--- config.mk ---
export PLATFORM = sky130hd
export DESIGN_NAME = mips_mc_sequencer_flat
export DESIGN_NICKNAME = d
export VERILOG_FILES = /design/src/rtl/mips_mc_sequencer_if.sv /design/src/rtl/mips_mc_sequencer.sv /design/src/flat_wrapper.sv
export SDC_FILE = /design/constraint.sdc
export NUM_CORES = 1
export LEC_CHECK = 0
export ABC_AREA = 1
export CORE_UTILIZATION = 49
export CTS_CLUSTER_SIZE = 28
export DETAILED_ROUTE_END_ITERATION = 7
export PLACE_DENSITY = 0.8
export SLEW_MARGIN = 20
export SYNTH_ARGS = -nofsm -noshare
export SYNTH_HDL_FRONTEND = slang
export SYNTH_SLANG_ARGS = --single-unit
export TNS_END_PERCENT = 1
--- constraint.sdc ---
create_clock -name i_clk -period 2.26 [get_ports i_clk]
set_input_delay 0.452 -clock i_clk [delete_from_list [all_inputs] [get_ports i_clk]]
set_output_delay 0.452 -clock i_clk [all_outputs]
set_load 0.05 [all_outputs]
--- src/rtl/mips_mc_sequencer_if.sv ---
// Control/handshake bundle between the multi-cycle sequencer and the datapath/memory.
// master = sequencer side, slave = datapath/memory side.
interface mips_mc_sequencer_if;
  logic [5:0] op;
  logic [5:0] funct;
  logic       branch_taken;
  logic       irq;
  logic       mem_ack;
  logic       mem_req;
  logic       mem_sel;
  logic       mem_we;
  logic       ir_wr;
  logic       pc_wr;
  logic [1:0] pc_src;
  logic       reg_wr;
  logic [1:0] reg_dst;
  logic [1:0] mem_to_reg;
  logic       epc_wr;
  logic [4:0] exc_code;
  logic [2:0] state;

  modport master (
    input  op, funct, branch_taken, irq, mem_ack,
    output mem_req, mem_sel, mem_we, ir_wr, pc_wr, pc_src,
           reg_wr, reg_dst, mem_to_reg, epc_wr, exc_code, state
  );

  modport slave (
    output op, funct, branch_taken, irq, mem_ack,
    input  mem_req, mem_sel, mem_we, ir_wr, pc_wr, pc_src,
           reg_wr, reg_dst, mem_to_reg, epc_wr, exc_code, state
  );
endinterface

--- src/rtl/mips_mc_sequencer.sv ---
// Multi-cycle MIPS control sequencer: FETCH/DECODE/EXEC/MEM/WB with req/ack memory,
// bus timeout, and precise exception/interrupt entry through CP0.
module mips_mc_sequencer #(
  parameter int MEM_TIMEOUT = 15,
  parameter int CNT_W       = 8
) (
  input  logic                 i_clk,
  input  logic                 i_rst_n,
  mips_mc_sequencer_if.master  bus
);

  typedef enum logic [2:0] {
    S_RST = 3'd0, S_FETCH = 3'd1, S_DECODE = 3'd2, S_EXEC = 3'd3,
    S_MEM = 3'd4, S_WB = 3'd5, S_EXC = 3'd6
  } state_e;

  typedef enum logic [3:0] {
    C_NONE, C_ALU_R, C_JR, C_SYSCALL, C_LW, C_SW, C_BR,
    C_J, C_JAL, C_ALU_I, C_MFC0, C_RSV
  } cls_e;

  state_e             r_state, w_next;
  cls_e               r_cls, w_dec_cls;
  logic [CNT_W-1:0]   r_cnt;
  logic [4:0]         r_exc_code, w_exc_code;
  logic               w_done, w_tmo;

  logic       w_mem_req, w_mem_sel, w_mem_we, w_ir_wr, w_pc_wr, w_reg_wr, w_epc_wr;
  logic [1:0] w_pc_src, w_reg_dst, w_mem_to_reg;

  always_comb begin
    w_dec_cls = C_RSV;
    case (bus.op)
      6'h00: begin
        if (bus.funct == 6'h0C)      w_dec_cls = C_SYSCALL;
        else if (bus.funct == 6'h08) w_dec_cls = C_JR;
        else                         w_dec_cls = C_ALU_R;
      end
      6'h23:        w_dec_cls = C_LW;
      6'h2B:        w_dec_cls = C_SW;
      6'h04, 6'h05: w_dec_cls = C_BR;
      6'h02:        w_dec_cls = C_J;
      6'h03:        w_dec_cls = C_JAL;
      6'h10:        w_dec_cls = C_MFC0;
      default:      if (bus.op[5:3] == 3'b001) w_dec_cls = C_ALU_I;
    endcase
  end

  // Ack on the limit cycle takes priority over the timeout.
  assign w_tmo = w_mem_req && !bus.mem_ack && (r_cnt == CNT_W'(MEM_TIMEOUT - 1));

  always_comb begin
    w_next     = r_state;
    w_exc_code = r_exc_code;
    w_done     = 1'b0;
    case (r_state)
      S_RST:   w_next = S_FETCH;
      S_FETCH: begin
        if (bus.mem_ack)  w_next = S_DECODE;
        else if (w_tmo) begin w_next = S_EXC; w_exc_code = 5'd6; end
      end
      S_DECODE: begin
        case (w_dec_cls)
          C_SYSCALL:  begin w_next = S_EXC; w_exc_code = 5'd8;  end
          C_RSV:      begin w_next = S_EXC; w_exc_code = 5'd10; end
          C_J, C_JAL: w_done = 1'b1;
          C_MFC0:     w_next = S_WB;
          default:    w_next = S_EXEC;
        endcase
      end
      S_EXEC: begin
        case (r_cls)
          C_BR, C_JR: w_done = 1'b1;
          C_LW, C_SW: w_next = S_MEM;
          default:    w_next = S_WB;
        endcase
      end
      S_MEM: begin
        if (bus.mem_ack) begin
          if (r_cls == C_SW) w_done = 1'b1;
          else               w_next = S_WB;
        end else if (w_tmo) begin
          w_next = S_EXC; w_exc_code = 5'd7;
        end
      end
      S_WB:    w_done = 1'b1;
      S_EXC:   w_next = S_FETCH;
      default: w_next = S_RST;
    endcase
    // Interrupts are taken only at instruction boundaries.
    if (w_done) begin
      if (bus.irq) begin w_next = S_EXC; w_exc_code = 5'd0; end
      else         w_next = S_FETCH;
    end
  end

  always_ff @(posedge i_clk or negedge i_rst_n) begin
    if (!i_rst_n) begin
      r_state    <= S_RST;
      r_cls      <= C_NONE;
      r_cnt      <= '0;
      r_exc_code <= '0;
    end else begin
      r_state    <= w_next;
      r_exc_code <= w_exc_code;
      if (r_state == S_DECODE) r_cls <= w_dec_cls;
      if (w_next != r_state)                 r_cnt <= '0;
      else if (w_mem_req && !bus.mem_ack)    r_cnt <= r_cnt + CNT_W'(1);
    end
  end

  // Outputs decode from state/class; fetch enables follow ack in the same cycle,
  // so they cannot be registered.
  always_comb begin
    w_mem_req    = 1'b0;
    w_mem_sel    = 1'b0;
    w_mem_we     = 1'b0;
    w_ir_wr      = 1'b0;
    w_pc_wr      = 1'b0;
    w_pc_src     = 2'b00;
    w_reg_wr     = 1'b0;
    w_reg_dst    = 2'b00;
    w_mem_to_reg = 2'b00;
    w_epc_wr     = 1'b0;
    case (r_state)
      S_FETCH: begin
        w_mem_req = 1'b1;
        w_ir_wr   = bus.mem_ack;
        w_pc_wr   = bus.mem_ack;
      end
      S_DECODE: begin
        if (w_dec_cls == C_J || w_dec_cls == C_JAL) begin
          w_pc_wr  = 1'b1;
          w_pc_src = 2'b10;
        end
        if (w_dec_cls == C_JAL) begin
          w_reg_wr     = 1'b1;
          w_reg_dst    = 2'b10;
          w_mem_to_reg = 2'b11;
        end
      end
      S_EXEC: begin
        if (r_cls == C_BR) begin
          w_pc_wr  = bus.branch_taken;
          w_pc_src = 2'b01;
        end else if (r_cls == C_JR) begin
          w_pc_wr  = 1'b1;
          w_pc_src = 2'b10;
        end
      end
      S_MEM: begin
        w_mem_req = 1'b1;
        w_mem_sel = 1'b1;
        w_mem_we  = (r_cls == C_SW);
      end
      S_WB: begin
        w_reg_wr     = 1'b1;
        w_reg_dst    = (r_cls == C_ALU_R) ? 2'b01 : 2'b00;
        w_mem_to_reg = (r_cls == C_LW)   ? 2'b01 :
                       (r_cls == C_MFC0) ? 2'b10 : 2'b00;
      end
      S_EXC: begin
        w_epc_wr = 1'b1;
        w_pc_wr  = 1'b1;
        w_pc_src = 2'b11;
      end
      default: ;
    endcase
  end

  assign bus.mem_req    = w_mem_req;
  assign bus.mem_sel    = w_mem_sel;
  assign bus.mem_we     = w_mem_we;
  assign bus.ir_wr      = w_ir_wr;
  assign bus.pc_wr      = w_pc_wr;
  assign bus.pc_src     = w_pc_src;
  assign bus.reg_wr     = w_reg_wr;
  assign bus.reg_dst    = w_reg_dst;
  assign bus.mem_to_reg = w_mem_to_reg;
  assign bus.epc_wr     = w_epc_wr;
  assign bus.exc_code   = r_exc_code;
  assign bus.state      = r_state;

endmodule

--- src/flat_wrapper.sv ---
// flat-port wrapper written by rule: the top's interface ports become plain ports
module mips_mc_sequencer_flat 
#(
  parameter int MEM_TIMEOUT = 15,
  parameter int CNT_W       = 8
)
  (i_clk, i_rst_n, bus_op, bus_funct, bus_branch_taken, bus_irq, bus_mem_ack, bus_mem_req, bus_mem_sel, bus_mem_we, bus_ir_wr, bus_pc_wr, bus_pc_src, bus_reg_wr, bus_reg_dst, bus_mem_to_reg, bus_epc_wr, bus_exc_code, bus_state);
  mips_mc_sequencer_if bus_i ();
  input  logic i_clk;
  input  logic i_rst_n;
  input wire logic [$bits(bus_i.op)-1:0] bus_op;
  input wire logic [$bits(bus_i.funct)-1:0] bus_funct;
  input wire logic [$bits(bus_i.branch_taken)-1:0] bus_branch_taken;
  input wire logic [$bits(bus_i.irq)-1:0] bus_irq;
  input wire logic [$bits(bus_i.mem_ack)-1:0] bus_mem_ack;
  output wire logic [$bits(bus_i.mem_req)-1:0] bus_mem_req;
  output wire logic [$bits(bus_i.mem_sel)-1:0] bus_mem_sel;
  output wire logic [$bits(bus_i.mem_we)-1:0] bus_mem_we;
  output wire logic [$bits(bus_i.ir_wr)-1:0] bus_ir_wr;
  output wire logic [$bits(bus_i.pc_wr)-1:0] bus_pc_wr;
  output wire logic [$bits(bus_i.pc_src)-1:0] bus_pc_src;
  output wire logic [$bits(bus_i.reg_wr)-1:0] bus_reg_wr;
  output wire logic [$bits(bus_i.reg_dst)-1:0] bus_reg_dst;
  output wire logic [$bits(bus_i.mem_to_reg)-1:0] bus_mem_to_reg;
  output wire logic [$bits(bus_i.epc_wr)-1:0] bus_epc_wr;
  output wire logic [$bits(bus_i.exc_code)-1:0] bus_exc_code;
  output wire logic [$bits(bus_i.state)-1:0] bus_state;
  assign bus_i.op = bus_op;
  assign bus_i.funct = bus_funct;
  assign bus_i.branch_taken = bus_branch_taken;
  assign bus_i.irq = bus_irq;
  assign bus_i.mem_ack = bus_mem_ack;
  assign bus_mem_req = bus_i.mem_req;
  assign bus_mem_sel = bus_i.mem_sel;
  assign bus_mem_we = bus_i.mem_we;
  assign bus_ir_wr = bus_i.ir_wr;
  assign bus_pc_wr = bus_i.pc_wr;
  assign bus_pc_src = bus_i.pc_src;
  assign bus_reg_wr = bus_i.reg_wr;
  assign bus_reg_dst = bus_i.reg_dst;
  assign bus_mem_to_reg = bus_i.mem_to_reg;
  assign bus_epc_wr = bus_i.epc_wr;
  assign bus_exc_code = bus_i.exc_code;
  assign bus_state = bus_i.state;
  mips_mc_sequencer #(.MEM_TIMEOUT(MEM_TIMEOUT), .CNT_W(CNT_W)) u_core (.i_clk(i_clk), .i_rst_n(i_rst_n), .bus(bus_i));
endmodule
## Yosys cells after proc, flatten, opt, wreduce, memory -nomap -nowiden

Cells that the tools add are included.

- Flip-flop bits (word level): 20
- Output and inout port bits: 21

- $add $sub $neg: 1
- Eq/ne operators: 29
- Multiplexer cells: 50
- Reductions and logical operators: 14

Operator list:

| operator | count |
|---|---|
| 2-to-1 mux 5 bit | 6 |
| case mux 4 bit (7 select lines) | 1 |
| 2-to-1 mux 2 bit | 9 |
| 2-to-1 mux 3 bit | 6 |
| case mux 3 bit (6 select lines) | 1 |
| equality test 4 x 3 -> 1 bit (second input constant) | 4 |
| equality test 4 bit (second input constant) | 4 |
| 2-to-1 mux 8 bit | 2 |
| case mux 5 bit (3 select lines) | 1 |
| 2-to-1 mux 1 bit | 14 |
| OR reduction 2 bit | 7 |
| equality test 6 x 2 -> 1 bit (second input constant) | 2 |
| equality test 6 x 3 -> 1 bit (second input constant) | 2 |
| equality test 6 x 4 -> 1 bit (second input constant) | 2 |
| equality test 6 bit (second input constant) | 2 |
| case mux 5 bit (2 select lines) | 1 |
| equality test 3 bit (second input constant) | 3 |
| case mux 3 bit (3 select lines) | 1 |
| adder 8 x 1 -> 8 bit (second input constant) | 1 |
| equality test 4 x 2 -> 1 bit (second input constant) | 2 |
| equality test 8 x 4 -> 1 bit (second input constant) | 1 |
| case mux 1 bit (4 select lines) | 2 |
| case mux 2 bit (2 select lines) | 2 |
| equality test 3 x 1 -> 1 bit (second input constant) | 2 |
| other kinds (14) | 16 |

## Longest topological paths before layout

- Word-level depth: 11
- Mapped depth: 17
- Gate-level depth less buffers: 17

## Least setup slack after synthesis

Ideal clock, no wire load.

- Path type: register to output
- Start point: register u_core.r_state[1] (netlist: u_core.bus.state[1])
- End point: output port bus_pc_src[0]
- Arrival: 2.901 ns
- Slack: -1.093 ns
- Stages on the path, launching flop included: 5
- Buffers on the path: 0
- Cells stage by stage: dfrtp_1 > inv_1 > nor3_1 > inv_1 > o21ai_0

- Longest elaborated chain between the ends: 2

Ends and longest elaborated chain:

| item | line | RTL |
|---|---|---|
| from (decl) | mips_mc_sequencer.sv:22 | `state_e r_state, w_next;` |
| from (signal assigned) | mips_mc_sequencer.sv:104 | `r_state <= w_next;` |
| equality test 3 bit or equality test 3 x 2 -> 1 bit (tied branches) | mips_mc_sequencer.sv:125 | `case (r_state)` |
| case mux 2 bit (3 select lines) * | mips_mc_sequencer.sv:125 |  |
| to (decl) | flat_wrapper.sv:21 | `output wire logic [$bits(bus_i.pc_src)-1:0] bus_pc_src;` |

Mark *: on every way between the ends. The rest lies on a longest branch, timed or not.

## Worst setup path in the final report

- Start point: register u_core.r_state[1] (netlist: u_core.bus.state[1])
- End point: output port bus_pc_wr

- Longest elaborated chain between the ends: 2

Ends and longest elaborated chain:

| item | line | RTL |
|---|---|---|
| equality test 3 bit, or another cell as far along | mips_mc_sequencer.sv:125 |  |
| case mux 1 bit (4 select lines) * | mips_mc_sequencer.sv:125 |  |
| to (decl) | flat_wrapper.sv:20 | `output wire logic [$bits(bus_i.pc_wr)-1:0] bus_pc_wr;` |

Marks and branches as above.

==> metrics.md <==
| Metric | Value |
|---|---|
| Status | finished, violations left |
| Failing checks | design-rule violations, negative setup slack |
| Routed WL | 5600 microns |
| Setup crit end kind | primary output |
| Worst hold path type | input port to asynchronous set/reset pin |
| Layer with the highest usage | met2 |
| Nets | 324 |
| Max incr delay on CP | roughly 0.44 ns |
| R2R Path Start | u_core.bus.state[1]$_DFF_PN0_ |
| Pin count of the biggest net entering global routing | 21 |
| Worst EP arrival | 1.94 ns |
| Comb power frac | 0.738 |
| Clock skew | 0.0142 ns |
| Yosys reg bits | 20 |
| Pint | ~1.5 mW |
| Layout area overhead | 71.3% |
| Global-route wire length before repair | 7460 microns |
| Flop pwr share | 0.193 |
| Share of post-route cells with drive strength above 1 | 0.355 |
| CP startpoint kind | flop |
| Final cycle utilization of the critical path | 1.06 |
| R2R Setup Slk | -0.03 ns |
| I/O Pins | 38 |
| Core box area | 2830 sq um |
| First DRT Iteration DRCs | 171 |
| Clock power frac | 0.070 |
| Wire length per cell | about 17 microns |
| CTS Buf Count | 3 |
| Most frequent cells in the layout | nand2_1, buf_4, inv_1 |
| FMAX | 419 MHz |
| Initial core utilization | 0.530 |
| Area of the die | roughly 3300 sq um |
| Required @ worst endpoint | roughly 1.8 ns |
| Clock Latency Late Sink | approximately 0.32 ns |
| Unrepaired setup endpoints after global routing | yes |
| Via count | between 1500 and 2000 |
| Final worst slack | -0.129 ns |
| IO Port Bufs | 37 |
| Max_cap viols | 0 |
| Final min period | 2.39 ns |
| Sw frac | 0.533 |
| Num rows | 19 |
| Root buf cell | clkbuf_4 |
| Switch Pwr | 1.66 mW |
| Worst rel slew slack | 0.661 |
| Yosys cell types | 30 |
| Pwr per Cell Area | 1210 nW/um^2 |
| CTS HTree Levels | 1 |
| Seq/Total Area, Yosys | 0.334 |
| Warnings, synthesis | 0 |
| Worst slew pin tran | 0.507 ns |
| Finished Layout Cells | 335 |
| Post-DRT Antenna Nets | 0 |
| Gpl congestion | 0.975 |
| Reg clk slew, reported paths | 0.13 ns |
| Gr ovfl total | 0 |
| Initial antenna violation count | 0 |
| DIE WIDTH | 57.3 microns |
| Pre-antenna DRT Iters | 8 |
| # DRC | 4 |
| Maximum clock path buffer count | 2 |
| Final Hold Vio Count | 0 |
| Worst reg2reg path depth | 16 |
| Syn Inst Count | 224 |
| VDD IR max | 911 uV |
| Grt met3 use | 0.0522 |
| Placed Instances | 322 |
| Ant. Diodes | 0 |
| Met2 Resource Use GR | 0.518 |
| WS Path Type | flop to primary output |
| Max-slew violation count | 0 |
| CP max FO | 4 |
| Mapped Area | approximately 1500 sq um |
| Dpl hpwl | 3290 microns |
| M1 GR Usage | 0.373 |
| Die Y | about 57 microns |
| Vias in the first global route | around 1700 |
| Cell-by-cell trace of the critical path | clkinvlp_4 -> nor3_4 -> nand2_2 -> inv_1 -> o21ai_0 -> o2111ai_2 -> buf_12 |
| Critical-path top delay cell | dfrtp_2 |
| Vias per cell | 5.90 |
| LEAKAGE | 1.28 nW |
| CTS tree | built |
| Final Total Pwr | just over 3 mW |
| Gr usage total | 0.297 |
| Critical R2R Capture | u_core.r_cnt[1]$_DFFE_PN0P_ |
| TritonCTS Sinks | 20 |
| Mean area per synthesized cell | between 6 and 7 sq um |
| Post-synthesis net count | 243 |
| Final setup vio count | 9 |
| Post-CTS Hold Buffers | 0 |
[sequential cells by signal, summed over array words and instances (netlist names)]
signal / count
u_core.r_cnt: 8
u_core.r_cls: 4
u_core.bus.state: 3
u_core.bus.exc_code: 5
[area by class of cell]
cell class	instances	area, sq um
clock buffer	4	36.3
fill	125	259
inverter	37	145
multi-input combinational	165	1030
sequential	20	504
tap	31	38.8
timing repair buffer	78	812
[timing repair]
item	in CTS	in global routing
pin swaps	5	6
hold endpoints to repair	0	0
resized for setup	20	26
cloned	0	0
endpoints found under the setup margin	14	15
buffers inserted	4	5
[power groups by stage]
stage	Sequential [mW]	Clock [mW]	Combinational, mW
after floorplan	0.699	0	1.03
after global routing	0.605	0.227	2.41
after CTS	0.572	0.212	2.02
after detailed placement	0.564	0	1.94
final	0.600	0.217	2.30
after global placement	0.562	0	1.91
[worst max path at each step]
stage,startpoint,endpoint,slack (ns),depth (start not counted)
floorplan,u_core.bus.state[2]$_DFF_PN0_,bus_pc_src[0],-0.21,4
global placement,bus_op[5],u_core.r_cnt[6]$_DFFE_PN0P_,-0.25,17
detailed placement,bus_op[3],u_core.r_cnt[1]$_DFFE_PN0P_,-0.36,17
CTS,u_core.bus.state[1]$_DFF_PN0_,bus_mem_to_reg[1],-0.008,7
global route,u_core.bus.state[1]$_DFF_PN0_,bus_pc_wr,-0.18,7
finish,u_core.bus.state[1]$_DFF_PN0_,bus_pc_wr,-0.13,7
[critical path, delay by kind of cell (launching register included)]
kind	cells	cell delay [ns]
compound gates	2	0.30
buf+inv	3	0.50
flops	1	0.44
simple gates	2	0.38
[metal layers]
| layer | part of all wire | vias up | routed length [microns] |
|---|---|---|---|
| li1 | - | 892 | - |
| met3 | 0.085 | 47 | 476 |
| met4 | 0.067 | 0 | 375 |
| met2 | 0.46 | 143 | 2580 |
| met1 | 0.39 | 894 | 2160 |
| met5 | 0 | - | 0 |
[cells by family (layout without fill, tap and decap cells)]
logic type                 after synthesis  count (layout)  synth area share
adders and majority gates                2               2            0.0167
and+or+nand+nor                        128             128             0.392
buffers and inverters                   39             119             0.103
AOI/OAI and AO/OA                       28              28             0.114
xor gates and xnor gates                 7               7            0.0409
DFF                                     20              20             0.334
[synthesized netlist by cell type (all sizes together)]
library cell | number | area [sq um]
o211ai | 2 | 15.0
nand4 | 4 | 25.0
xor2 | 6 | 52.6
nand3b | 1 | 7.51
nand2 | 50 | 210
o21ai | 11 | 55.1
o41ai | 1 | 8.76
nand3 | 28 | 150
nor4 | 2 | 12.5
nor3 | 3 | 20.0
a211oi | 3 | 22.5
inv | 37 | 139
nor2 | 40 | 163
xnor2 | 1 | 8.76
clkbuf | 1 | 3.75
a31oi | 2 | 12.5
o2111ai | 2 | 17.5
dfrtp | 20 | 500
a21boi | 1 | 7.51
ha | 2 | 25.0
buf | 1 | 11.3
o31ai | 1 | 7.51
a21oi | 5 | 25.0
[metrics by stage]
| step | utilization | setup slack (ns) | setup TNS (ns) | hold WS, ns | instance area [sq um] |
|---|---|---|---|---|---|
| after floorplan | - | -0.210 | -1.88 | 0.156 | 1570 |
| after global placement | 0.820 | -0.249 | -2.79 | 0.475 | 2320 |
| after detailed placement | 0.820 | -0.363 | -4.17 | 0.492 | 2320 |
| after CTS | 0.867 | -0.00819 | -0.0110 | 0.477 | 2450 |
| after global routing | 0.908 | -0.179 | -1.01 | 0.503 | 2570 |
| final | 0.908 | -0.129 | -0.346 | 0.462 | 2570 |
Note: power is estimated with default switching activity, not from simulation.
==> variant 1 (config.mk and constraints unchanged) <==
The 12 values of `cls_e` get a one-hot encoding in 12 bits.
--- a/src/rtl/mips_mc_sequencer.sv
+++ b/src/rtl/mips_mc_sequencer.sv
@@ -16,5 +16,5 @@
 
-  typedef enum logic [3:0] {
-    C_NONE, C_ALU_R, C_JR, C_SYSCALL, C_LW, C_SW, C_BR,
-    C_J, C_JAL, C_ALU_I, C_MFC0, C_RSV
+  typedef enum logic [11:0] {
+    C_NONE = 12'b000000000001, C_ALU_R = 12'b000000000010, C_JR = 12'b000000000100, C_SYSCALL = 12'b000000001000, C_LW = 12'b000000010000, C_SW = 12'b000000100000, C_BR = 12'b000001000000,
+    C_J = 12'b000010000000, C_JAL = 12'b000100000000, C_ALU_I = 12'b001000000000, C_MFC0 = 12'b010000000000, C_RSV = 12'b100000000000
   } cls_e;
Formal check against the unedited RTL: same outputs for any inputs over 10 cycles, from zero or initial values and one cycle with i_rst_n low; not proved beyond that.
==> variant 1 against the unedited design <==
Count of clock-buffer cells in the layout unchanged. Final area up 9.3%. Critical path depth unchanged. Synthesized area up 28%. Largest cell class unchanged. Worst setup slack better by 0.15 ns. Routed wire length down 9.1%. Total power up 15%. Sequential cell count up 8.
==> variant 1: results (changes against the unedited design) <==
| Metric | Value |
|---|---|
| R2R Setup Slk | 0.26 ns (was -0.03 ns) |
| Clock Latency Late Sink | 0.27 ns (was 0.32 ns) |
| Final worst-path cycle share | 99.3% (was 106%) |
| P_sw | 1.86 mW (was 1.66 mW) |
| Synth top area share | 35.1% (was 33.4%) |
| Gates resized, CTS repair | 3 (was 20) |
| First-pass DRT Iterations | 4 (was 8) |
| Largest net degree at the start of global routing | 29 (was 21) |
| Reg clk slew, reported paths | 0.10 ns (was 0.13 ns) |
| Post-placement setup slack | -0.189 ns (was -0.363 ns) |
| Reg2reg start | u_core.r_cls[4] (was u_core.bus.state[1]) |
| Commonest cells post-synth | 62 x nand2_1, 38 x inv_1, 27 x dfrtp_1, 27 x nor2_1, 24 x nand3_1 (was 45 x nand2_1, 37 x nor2_1, 33 x inv_1) |
| Leakage | 1.38 nW (was 1.28 nW) |
| Register-to-Register Path Depth | 15 (was 16) |
| Syn_nets | 290 (was 243) |
| Seq power | 828 uW (was 600 uW) |
| Hold_sp | u_core.r_cls[0] |
| Share of cells above drive strength 1 | 28.4% (was 35.5%) |
| Cells after synthesis | 271 (was 224) |
| Clk pwr share | 8.6% (was 7.0%) |
| Worst Setup EP | bus_pc_src[1] (was bus_pc_wr) |
| Register area share after synthesis | 36.4% (was 33.4%) |
| 1st-iter DRT viols | 124 (was 171) |
| FF-to-FF End | u_core.r_cnt[0] (was u_core.r_cnt[1]) |
| Synth cell types | 37 (was 30) |
| Most flops, register | u_core.r_cls (was u_core.r_cnt) |
| Max reg flops | 12 (was 8) |
| Clock Skews | 0.00474 ns (was 0.0142 ns) |
| DR WL/cell | 13.3 um (was 16.7 um) |
| # fillers | 278 (was 125) |
| Status | finished clean (was finished with violations) |
| DP Cell Count | 368 (was 322) |
| Min-delay worst type | register to register (was input port to async pin) |
| Total GRT Usage | 26.2% (was 29.7%) |
| Hold-fix buffers, CTS | 0 (unchanged) |
| CP max stage cell | clkdlybuf4s50_1 (was dfrtp_2) |
| CP arrival | 1.79 ns (was 1.94 ns) |
| Root Driver | clkbuf_8 (was clkbuf_4) |
| Final net count | 354 (was 324) |
| Post-synthesis compound-gate area fraction | 12.1% (was 11.4%) |
| Placer Congestion | 0.856 (was 0.975) |
| VDD IR-drop max | 0.00109 V (was 0.000911 V) |
| Slew HR | 66.7% (was 66.1%) |
| Adder-Cell Fraction of Synth Area | 1.30% (was 1.67%) |
| Detailed Route WL | 5090 um (was 5600 um) |
| Area after DPL | 2620 sq um (was 2320 sq um) |
| Post-CTS Setup Inserts | 0 (was 4) |
| Post-synthesis xor/xnor area fraction | 2.73% (was 4.09%) |
[variant 1: cell types whose count changed after synthesis, sizes merged, moves of 3 or more]
cell | before | now
inv | 37 | 41
o21ai | 11 | 20
a211oi | 3 | 0
nor3 | 3 | 8
nor2 | 40 | 37
nand2 | 50 | 72
dfrtp | 20 | 27
[variant 1: area by class of cell]
class | instances | area share (%)
Clock buffer | 4 | 1.96
Inverter | 41 | 5.57
Multi-Input combinational cell | 199 | 41.6
Sequential cell | 28 | 25.1
Tap cell | 48 | 2.14
Timing Repair Buffer | 62 | 23.6
[variant 1: layer usage]
layer,vias to the layer above,track usage (%),share of wire [%]
met4,0,12.2,3.0
met2,73,42.6,48
li1,1000,-,-
met1,920,33.8,45
met5,-,0,0
met3,16,4.23,4.5
[variant 1: metrics by stage]
stage	hold slack (ns)	total power [mW]	utilization (%)
after detailed placement	0.471	3.08	70.4
after CTS	0.486	3.41	72.1
after global routing	0.497	3.84	75.6
after global placement	0.446	3.02	70.4
after floorplan	0.156	2.34	-
final	0.489	3.59	75.6
==> variant 2 (config.mk and constraints unchanged) <==
Made on the original files. `CNT_W` is set to 8 in 2 places; all go to 12.
--- a/src/rtl/mips_mc_sequencer.sv
+++ b/src/rtl/mips_mc_sequencer.sv
@@ -4,3 +4,3 @@
   parameter int MEM_TIMEOUT = 15,
-  parameter int CNT_W       = 8
+  parameter int CNT_W       = 12
 ) (
--- a/src/flat_wrapper.sv
+++ b/src/flat_wrapper.sv
@@ -4,3 +4,3 @@
   parameter int MEM_TIMEOUT = 15,
-  parameter int CNT_W       = 8
+  parameter int CNT_W       = 12
 )
Check against the original RTL: same outputs for any inputs over 10 cycles, from zero or initial values and one cycle with i_rst_n low; that may be too few to reach the edited logic, so the function may still have changed.
==> variant 2 against the unedited design <==
The run ends with negative setup slack left. Synthesized area increased by 19%. Worst setup slack better by 0.073 ns. Clock skew decreased by 0.0052 ns. Total power rose by 7.4%. Final area increased by 9.5%. Via count is 4.2% higher. Routed wire length is 4.3% lower. Sequential cell count grew 4.
==> variant 2: results (changes against the unedited design) <==
| Metric | Value |
|---|---|
| Status | finished with violations (unchanged) |
| Violated checks | negative setup slack (was design-rule violations, negative setup slack) |
| Routing usage on met1 | 34.1% (was 37.3%) |
| Clock Skews | 0.00904 ns (was 0.0142 ns) |
| Gates resized, CTS repair | 17 (was 20) |
| Met3 wire length | 373 um (was 476 um) |
| CP arrival | 2.58 ns (was 1.94 ns) |
| Register area share after synthesis | 33.8% (was 33.4%) |
| Seq area share | 21.5% (was 19.6%) |
| # clk buffers | 3 (was 4) |
| VDD IR-drop max | 0.00139 V (was 0.000911 V) |
| Vias post-DR | 2059 (was 1976) |
| Final setup violating endpoints | 12 (was 9) |
| Final HPWL DP | 3610 um (was 3290 um) |
| CP max stage cell | dfrtp_1 (was dfrtp_2) |
| Final cell count without fillers | 380 (was 335) |
| Crit Path Max Fanout | 12 (was 4) |
| Async S/R FF share, synth | 100% (unchanged) |
| Grt met3 use | 4.23% (was 5.22%) |
| Signal buffers | 77 (was 78) |
| Synth top area cells | dfrtp_1 34%, nand2_1 12%, nand3_1 8.4% (was dfrtp_1 33%, nand2_1 11%, nor2_1 9.3%) |
| Syn_nets | 274 (was 243) |
| Signal buffers share of area | 28.8% (was 31.6%) |
| Total GRT Usage | 26.9% (was 29.7%) |
| DR WL/cell | 14.1 um (was 16.7 um) |
| Share of cells above drive strength 1 | 32.3% (was 35.5%) |
| Largest net degree at the start of global routing | 25 (was 21) |
| Seq power | 642 uW (was 600 uW) |
| Max reg flops | 12 (was 8) |
| Synth cell types | 28 (was 30) |
| CP peak stage delay | 0.48 ns (was 0.44 ns) |
| Top delay family on crit path | simple AND/OR/NAND/NOR gates (was buffers and inverters) |
| Cells after synthesis | 255 (was 224) |
| Placer Congestion | 0.916 (was 0.975) |
| Final Worst Setup Slack | -0.0560 ns (was -0.129 ns) |
| DP Cell Count | 365 (was 322) |
| Leakage | 1.34 nW (was 1.28 nW) |
| Vias in the first global route | 1954 (was 1716) |
| Slew HR | 66.7% (was 66.1%) |
| Min Hold Slack | 0.453 ns (was 0.462 ns) |
| Final net count | 354 (was 324) |
| Reg clk slew, reported paths | 0.15 ns (was 0.13 ns) |
| Post-CTS Setup Inserts | 5 (was 4) |
| Comb_multi_in | 191 (was 165) |
| Worst Setup SP | u_core.r_cnt[6] (was u_core.bus.state[1]) |
| Switching share of power | 50.9% (was 53.3%) |
| M1 wire length | 2170 um (was 2160 um) |
| Commonest cells post-synth | 57 x nand2_1, 37 x nor2_1, 33 x inv_1 (was 45 x nand2_1, 37 x nor2_1, 33 x inv_1) |
| Clk power | 325 uW (was 217 uW) |
| Clock Sinks | 24 (was 20) |
| WL met2 | 2680 um (was 2580 um) |
| Inverter count | 38 (was 37) |
| # fillers | 206 (was 125) |
| First-pass DRT Iterations | 5 (was 8) |
| Worst Setup EP | u_core.r_cnt[11] (was bus_pc_wr) |
| First-pass GRT wire length | 8400 um (was 7460 um) |
| Multi-input gate area | 1150 sq um (was 1030 sq um) |
==> variant 2: cell count changes after synthesis, moves of 3 or more <==
cell	change
nor2_4	+11
a21oi_1	+3
nor3_1	+4
nand3_1	+4
nand2_1	+12
o21ai_0	-3
dfrtp_1	+4
==> variant 2: stage by stage <==
stage          cell area [sq um]  setup slack [ns]  utilization, %  power (mW)  setup TNS (ns)
2_1_floorplan               1860           -0.0586               -        2.04          -0.623
3_3_place_gp                2610            -0.275            76.5        2.71           -3.82
3_5_place_dp                2610            -0.370            76.5        2.75           -5.47
4_1_cts                     2750           0.00365            80.4        3.17               0
5_1_grt                     2820            -0.178            82.4        3.50           -1.84
6_report                    2820           -0.0560            82.4        3.35          -0.314
==> variant 2: logic make-up after synthesis <==
logic type,after synthesis,synth area share [%]
buf+inv,40,9.43
compound gates,24,7.81
fa+ha+maj,2,1.41
simple gates,157,43.6
xor+xnor,8,3.94
flops,24,33.8
